===== src/rtl/blend_pkg.sv =====
// Shared types and default widths for the alpha-blend multiplier scheduler.
package blend_pkg;

    localparam int PIX_W_D  = 16;
    localparam int PROD_W_D = 34;
    localparam int OUT_W_D  = 36;
    localparam int CNT_W_D  = 18;

    localparam logic [1:0] ST_IDLE  = 2'd0;
    localparam logic [1:0] ST_MUL_A = 2'd1;
    localparam logic [1:0] ST_MUL_B = 2'd2;
    localparam logic [1:0] ST_OUT   = 2'd3;

    typedef enum logic [1:0] {
        IDLE  = ST_IDLE,
        MUL_A = ST_MUL_A,
        MUL_B = ST_MUL_B,
        OUT   = ST_OUT
    } state_t;

endpackage


===== src/rtl/counter_mult.sv =====
// Combinational unsigned multiplier: partial products folded through a chain
// of 3:2 carry-save compressors, one carry-propagate add at the end.
module counter_mult #(
    parameter int A_W = 16,
    parameter int P_W = 34
) (
    input  logic [A_W-1:0] a,
    input  logic [A_W-1:0] b,
    output logic [P_W-1:0] p
);

    logic [P_W-1:0] s, c, pp, t, nc;

    // Carry-save reduction of the A_W partial products, then final add.
    always_comb begin
        s  = '0;
        c  = '0;
        pp = '0;
        t  = '0;
        nc = '0;
        for (int i = 0; i < A_W; i++) begin
            pp = b[i] ? (P_W'(a) << i) : '0;
            t  = s ^ c ^ pp;
            nc = ((s & c) | (s & pp) | (c & pp)) << 1;
            s  = t;
            c  = nc;
        end
        p = s + c;
    end

endmodule


===== src/rtl/blend_mult_scheduler.sv =====
// Alpha blend out = (coef_a*pix_a + coef_b*pix_b) >> SHIFT, both products
// computed on one shared multiplier over two cycles (MUL_A, MUL_B).
module blend_mult_scheduler
    import blend_pkg::*;
#(
    parameter int PIX_W  = PIX_W_D,
    parameter int PROD_W = PROD_W_D,
    parameter int OUT_W  = OUT_W_D,
    parameter int SHIFT  = 0,
    parameter int CNT_W  = CNT_W_D
) (
    input  logic             clk,
    input  logic             rst,
    input  logic             cfg_we,
    input  logic [PIX_W-1:0] cfg_coef_a,
    input  logic [PIX_W-1:0] cfg_coef_b,
    input  logic             in_valid,
    output logic             in_ready,
    input  logic [PIX_W-1:0] pix_a,
    input  logic [PIX_W-1:0] pix_b,
    input  logic             in_last,
    output logic             out_valid,
    input  logic             out_ready,
    output logic [OUT_W-1:0] out_pix,
    output logic             out_last,
    output logic [CNT_W-1:0] pix_count,
    output logic             frame_done
);

    state_t            state, state_nxt;
    logic              accept, out_hs;
    logic [PIX_W-1:0]  coef_a_sh, coef_b_sh;
    logic [PIX_W-1:0]  coef_a_r, coef_b_r, pix_a_r, pix_b_r;
    logic              last_r;
    logic [PIX_W-1:0]  op_x, op_y;
    logic [PROD_W-1:0] prod;
    logic [OUT_W-1:0]  acc;

    assign accept    = in_valid & in_ready;
    assign out_hs    = out_valid & out_ready;
    assign out_pix   = out_valid ? (acc >> SHIFT) : '0;
    assign out_last  = out_valid & last_r;

    counter_mult #(.A_W(PIX_W), .P_W(PROD_W)) u_mult (
        .a (op_x),
        .b (op_y),
        .p (prod)
    );

    // State register.
    always_ff @(posedge clk) begin
        if (rst) state <= IDLE;
        else     state <= state_nxt;
    end

    // Next state, handshake outputs and multiplier operand mux.
    always_comb begin
        state_nxt = state;
        in_ready  = 1'b0;
        out_valid = 1'b0;
        op_x      = '0;
        op_y      = '0;
        case (state)
            IDLE: begin
                in_ready = 1'b1;
                if (in_valid) state_nxt = MUL_A;
            end
            MUL_A: begin
                op_x      = coef_a_r;
                op_y      = pix_a_r;
                state_nxt = MUL_B;
            end
            MUL_B: begin
                op_x      = coef_b_r;
                op_y      = pix_b_r;
                state_nxt = OUT;
            end
            OUT: begin
                out_valid = 1'b1;
                in_ready  = out_ready;
                if (out_ready) state_nxt = in_valid ? MUL_A : IDLE;
            end
            default: state_nxt = IDLE;
        endcase
    end

    // Coefficient shadows; writable any cycle, sampled only at accept.
    always_ff @(posedge clk) begin
        if (rst) begin
            coef_a_sh <= '0;
            coef_b_sh <= '0;
        end else if (cfg_we) begin
            coef_a_sh <= cfg_coef_a;
            coef_b_sh <= cfg_coef_b;
        end
    end

    // Per-pixel operand capture; a same-cycle cfg write is not seen here.
    always_ff @(posedge clk) begin
        if (rst) begin
            pix_a_r  <= '0;
            pix_b_r  <= '0;
            coef_a_r <= '0;
            coef_b_r <= '0;
            last_r   <= 1'b0;
        end else if (accept) begin
            pix_a_r  <= pix_a;
            pix_b_r  <= pix_b;
            coef_a_r <= coef_a_sh;
            coef_b_r <= coef_b_sh;
            last_r   <= in_last;
        end
    end

    // Accumulator: first product loads, second product adds.
    always_ff @(posedge clk) begin
        if (rst) begin
            acc <= '0;
        end else begin
            case (state)
                MUL_A:   acc <= OUT_W'(prod);
                MUL_B:   acc <= acc + OUT_W'(prod);
                default: acc <= acc;
            endcase
        end
    end

    // Frame pixel counter and end-of-frame pulse.
    always_ff @(posedge clk) begin
        if (rst) begin
            pix_count  <= '0;
            frame_done <= 1'b0;
        end else begin
            frame_done <= 1'b0;
            if (out_hs) begin
                if (last_r) begin
                    pix_count  <= '0;
                    frame_done <= 1'b1;
                end else begin
                    pix_count <= pix_count + 1'b1;
                end
            end
        end
    end

endmodule

===== config.mk =====
export PLATFORM = sky130hd
export DESIGN_NAME = blend_mult_scheduler
export DESIGN_NICKNAME = d
export VERILOG_FILES = /design/src/rtl/blend_pkg.sv /design/src/rtl/counter_mult.sv /design/src/rtl/blend_mult_scheduler.sv
export SDC_FILE = /design/constraint.sdc
export NUM_CORES = 1
export LEC_CHECK = 0
export BUFFER_PORTS_ARGS = -buffer_cell sky130_fd_sc_hd__buf_2
export CAP_MARGIN = 20
export CORE_ASPECT_RATIO = 0.75
export CORE_UTILIZATION = 50
export CTS_CLUSTER_SIZE = 20
export DETAILED_ROUTE_END_ITERATION = 10
export PLACE_DENSITY = 0.78
export SYNTH_ARGS = -nofsm -noshare
export SYNTH_HDL_FRONTEND = slang
export SYNTH_SLANG_ARGS = --single-unit

===== constraint.sdc =====
create_clock -name clk -period 15.15 [get_ports clk]
set_input_delay 4.545 -clock clk [delete_from_list [all_inputs] [get_ports clk]]
set_output_delay 4.545 -clock clk [all_outputs]
set_load 0.01 [all_outputs]

**After elaboration in Yosys (flattened, before gate mapping)**

Cells that the tools add are included.
W data, S select, Z words.

- Flip-flop bits (word level): 154
- Logic and storage cells: 155

- Add/sub/neg operators: 3
- Eq/ne operators: 5
- Mux-type cells: 28
- Bitwise logic cells: 104
- Reduce and logical (&&, ||, !) cells: 4

Operator list:

| kind | number |
|---|---|
| $and A33 B33 Y33 | 36 |
| $or A33 B33 Y33 | 28 |
| $xor A34 B34 Y34 | 14 |
| $pmux W36 S2 | 1 |
| $and A33 B29 Y33 | 2 |
| $and A33 B30 Y33 | 2 |
| $and A33 B31 Y33 | 2 |
| $pmux W16 S2 | 2 |
| $add A36 B34 Y36 | 1 |
| $mux W18 | 2 |
| $mux W36 | 1 |
| $add A34 B34 Y34 | 1 |
| $xor A34 B18 Y34 | 1 |
| $xor A34 B19 Y34 | 1 |
| $xor A34 B20 Y34 | 1 |
| $xor A34 B21 Y34 | 1 |
| $xor A34 B22 Y34 | 1 |
| $xor A34 B23 Y34 | 1 |
| $xor A34 B24 Y34 | 1 |
| $xor A34 B25 Y34 | 1 |
| $xor A34 B26 Y34 | 1 |
| $xor A34 B27 Y34 | 1 |
| $xor A34 B28 Y34 | 1 |
| $xor A34 B29 Y34 | 1 |
| other kinds (33) | 40 |

**Depth between registers and ports, before layout**

- Depth after elaboration: 49
- Gate-level depth with buffers: 43

**Modules after synthesis**

Synthesis repeated with hierarchy kept, for this count alone.

- Cell total of the unflattened synthesis: 1,728
- Area, all modules: 15,068.2 sq um

Modules (own cells, without submodules):

| module | instances | cells each | area each (sq um) | seq. area each (sq um) |
|---|---|---|---|---|
| blend_mult_scheduler | 1 | 1,021 | 8,353.0 | 3,083.0 |
| counter_mult | 1 | 707 | 6,715.2 | 0.0 |

**Worst setup path after synthesis**

OpenSTA, ideal clock, no wires.

- Path type: register to register
- Start point: reg state[0]
- End point: reg acc[33]
- Data arrival time: 11.778 ns
- Setup slack: 3.310 ns
- Stages on the path, launching flop included: 42
- Period minus slack after synthesis: 11.840 ns
- Cell sequence: dfxtp_1 inv_1 ha_1 clkbuf_1 clkbuf_1 clkbuf_1 clkbuf_1 nand2_1 nor2_1 ha_1 inv_1 fa_1 fa_1 fa_1 fa_1 fa_1 fa_1 fa_1 [... 6 more ...] fa_1 inv_1 ha_1 fa_1 a211oi_1 o21bai_1 a21oi_1 xnor2_1 ha_1 clkbuf_2 nand4_2 or3_4 o22ai_2 nor3_1 a21oi_2 o211ai_2 or4_1 nand3_1

- Cells in the longest elaborated chain, start to end: 49
- Elaborated cells between the ends (all ways): 124
- Those cells by class: add/sub (2); eq/ne (2); mux (19); bitwise (100); reduce/logical (1)

Ends and longest elaborated chain:

| item | RTL line | RTL |
|---|---|---|
| from (decl) | blend_mult_scheduler.sv:30 | `state_t state, state_nxt;` |
| from (signal assigned) | blend_mult_scheduler.sv:53 | `else state <= state_nxt;` |
| $eq A2 B2 Y1 or $eq A2 B1 Y1 (tied branches) | blend_mult_scheduler.sv:63, blend_mult_scheduler.sv:120 |  |
| $pmux W16 S2 | blend_mult_scheduler.sv:63 | `case (state)` |
| $mux W16 or $mux W17 (tied branches) | counter_mult.sv:22 | `pp = b[i] ? (P_W'(a) << i) : '0;` |
| $xor A16 B17 Y17 or $and A16 B17 Y17 (tied branches) | counter_mult.sv:23, counter_mult.sv:24 |  |
| $and A33 B33 Y33 | counter_mult.sv:24 | `nc = ((s & c) \| (s & pp) \| (c & pp)) << 1;` |
| $or A33 B33 Y33 (2 in series) | counter_mult.sv:24 |  |
| $and A33 B33 Y33 | counter_mult.sv:24 |  |
| $or A33 B33 Y33 (2 in series) | counter_mult.sv:24 |  |
| [... 28 more ...] | - |  |
| $or A33 B33 Y33 (2 in series) | counter_mult.sv:24 |  |
| $and A33 B33 Y33 | counter_mult.sv:24 |  |
| $or A33 B33 Y33 (2 in series) | counter_mult.sv:24 |  |
| $and A33 B33 Y33 | counter_mult.sv:24 |  |
| $or A33 B33 Y33 (2 in series) | counter_mult.sv:24 |  |
| $add A34 B34 Y34 | counter_mult.sv:28 | `p = s + c;` |
| $add A36 B34 Y36 | blend_mult_scheduler.sv:122 | `MUL_B: acc <= acc + OUT_W'(prod);` |
| $pmux W36 S2 | blend_mult_scheduler.sv:120 | `case (state)` |
| to (signal assigned) | blend_mult_scheduler.sv:121 | `MUL_A: acc <= OUT_W'(prod);` |
| to (signal assigned) | blend_mult_scheduler.sv:122 |  |
| to (decl) | blend_mult_scheduler.sv:37 | `logic [OUT_W-1:0] acc;` |

Several ways; a longest one is shown, not always the timed one.
A chain may end at the register's enable or synchronous reset.

**Worst setup path after layout**

- Start point: reg state[0]
- End point: reg acc[35]

Same word-level chain as after synthesis.

==> impl_metrics.ini <==
[clocking]
cts_hold_buf = 0
cts_buffers = 17
clock_sinks = 154
cts_resized = 0
htree_levels = 4
post_cts_buffers = 0
cts.clk_slew.worst_paths_ns = 0.07
cts_tree = done
cts_root_buf = clkbuf_16
clk_path_buf_depth = 2
clk_latency_ns = 0.45

[sta]
period_share_pct = 85.18
rsz0062_at_grt = false
slew_headroom_pct = 29.93
timing.clock.skew_ns = 0.02153
max_freq_mhz = 77.49
worst_slew_pin_slew_ns = 1.051
tns_ns = 0
report.final.slew_viol_count = 0
finalCriticalPeriod_ns = 12.90
hold_viol = 0
finalSetupViolations = 0
hold-worst-slack_ns = 0.4522
worst_slack_ns = 2.246

[detailed_routing]
wl_per_cell_um = 16.85
dr_total_vias = 12040
drtIter0Drc = 933
drt-pass1-iter-count = 6
drcViolationCount = 0
vias_per_cell = 5.624
finalWirelength_um = 36070
ant_nets = 0

[power_and_ir_drop]
power_density_nw_per_um2 = 89.91
ir_drop_mv = 0.1305
power_uw = 1447
p_leak_uw = 0.005613

[yosys]
synth_area_per_cell_um2 = 8.721
seq_area_frac_synth_pct = 20.93
ys_types = 68
synth_area_leader_cell = fa_1
synth_top_area_share_pct = 28.81
netlist_area_um2 = 14730
synth_enable_flop_cells = 0
async_reset_ff_share_pct = 0
ys_warn_count = 0
synthFlopType = dfxtp_1
synthTopCellsByArea = fa_1 29%, dfxtp_1 21%, nand2_1 9.7%, ha_1 5.9%, a21oi_1 3.7%
synth_nets = 2041
ys_ff_latch = 154
synthCells = 1689

[critical_path]
crit_family = adder cells
cp_slowest_cell = ha_2
worstSetupPathType = register to register
end_kind = register
critical_path.max_fanout = 36
cp.required_ns = 15.53
slowest_delay_ns = 0.71
rrSetupSlack_ns = 2.25
critPathBufInv = 3
cp.arrival_ns = 13.28
cp_common_cell = fa_1
crit_path_start_kind = register

[floorplan]
die_area_um2 = 30160
die_h_um = 150.6
start_util_pct = 50.70
rows = 54
coreArea_um2 = 29050
die_x_um = 200.2
io_pins = 128

[global_route]
grt_max_degree = 104
antenna_found_initial = 0
grt_pass1_wl_um = 58680
gr-usage-all-layers_pct = 24.42
grt-ovfl-total = 0
grt_pass1_vias = 11490

[finish]
final_cell_mix = 381 x nand2_1, 212 x fa_1, 154 x dfxtp_1
fin_nets = 2088
layout_commonest_cell = nand2_1
diodes = 0
area_growth_pct = 9.259
drive_above_1_share_pct = 10.69

[placed_design]
gp_congestion = 0.9442
portBuffers = 127
dpl.hpwl_um = 28670
pre_cts_ws_ns = 2.406

[worst_hold_path]
hold_path_class = register to register

[job]
drv_cap = 0

[run_status]
run_status = complete, no violations
-- through the flow --
| stage | utilization [%] | area [um2] | instances |
|---|---|---|---|
| floorplan | - | 14730 | 1689 |
| global placement | 53.41 | 15520 | 2108 |
| detailed placement | 53.41 | 15520 | 2108 |
| CTS | 55.34 | 16080 | 2140 |
| global route | 55.40 | 16090 | 2141 |
| finish | 55.40 | 16090 | 2141 |
-- synth_stat cells (4+ instances only) --
cell and n:
nand2_1 382, fa_1 212, dfxtp_1 154, nor2_1 124, a21oi_1 108, clkbuf_1 91, inv_1 84, ha_1 70
and2_1 65, mux2i_1 47, nor2b_1 39, a22o_1 29, a211oi_1 27, o21ai_0 25, xnor2_1 25, xor2_1 22
a21o_1 20, buf_1 12, a31oi_1 11, nand4_1 11, nand3_1 10, a22oi_1 9, and3_1 9, nand2b_1 9
or3_1 9, nor3_1 8, o21bai_1 7, a221oi_1 4, a311oi_1 4, o21a_1 4, o21ai_1 4
-- power breakdown --
part | leakage [uW] | internal, uW | switching [uW] | total (uW)
sequential | 0.00126 | 467 | 42.0 | 509
clock | 0.000263 | 216 | 194 | 411
combinational | 0.00409 | 152 | 376 | 528
-- cell type report --
cell class                 instances  area, um2
fill                            2614      12960
multi-input combinational       1343      10930
sequential                       154       3083
timing repair buffer             135      705.7
tap                              392      490.5
clock buffer                      18      429.2
inverter                          85      319.1
clock inverter                    14      132.6
-- worst reg2reg max path, delay by kind of cell, from the launching register on --
family / cells / cell delay [ns]
compound gates: 7 / 1.67
buf+inv: 3 / 0.25
flops: 1 / 0.33
simple gates: 7 / 1.83
xor+xnor: 1 / 0.11
fa+ha+maj: 19 / 8.64
-- state kept, by name, summed over array words and instances (netlist names) --
name / flops
acc: 36
pix_count: 18
coef_a_r: 16
coef_a_sh: 16
coef_b_r: 16
coef_b_sh: 16
pix_a_r: 16
pix_b_r: 16
state: 2
frame_done: 1
last_r: 1
-- metal layers --
layer  share of wire [%]  wire [um]  up-vias  GRT usage (%)
li1                    -          -     5640              -
met1                  47      17050     5928          35.44
met2                  44      15790      444          37.41
met3                 8.0       2875       30          5.411
met4                 1.0        364        0          4.846
met5                   0          0        -              0
-- kinds of logic (layout without fill, tap and decap cells) --
group	Yosys count	in the layout	share of synthesized area, %
AO/OA/AOI/OAI	282	282	12.80
buffers and inverters	192	252	4.926
AND/OR/NAND/NOR	683	683	20.45
flip-flops	154	154	20.93
adder cells (fa/ha/maj)	282	282	34.76
XOR/XNOR	47	47	2.794
multiplexers	49	49	3.347
-- worst paths after layout --
kind / from / cells after the start / endpoint
worst max-delay path: state[0]$_SDFFE_PP0P_ / 37 / acc[35]$_SDFFE_PP0N_
worst min-delay path: coef_b_sh[15]$_SDFFE_PP0P_ / 2 / coef_b_r[15]$_SDFFE_PP0P_
worst max register to register: state[0]$_SDFFE_PP0P_ / 37 / acc[35]$_SDFFE_PP0N_
worst min register to register: coef_b_sh[15]$_SDFFE_PP0P_ / 2 / coef_b_r[15]$_SDFFE_PP0P_
Power figures use the tool's default switching activity.
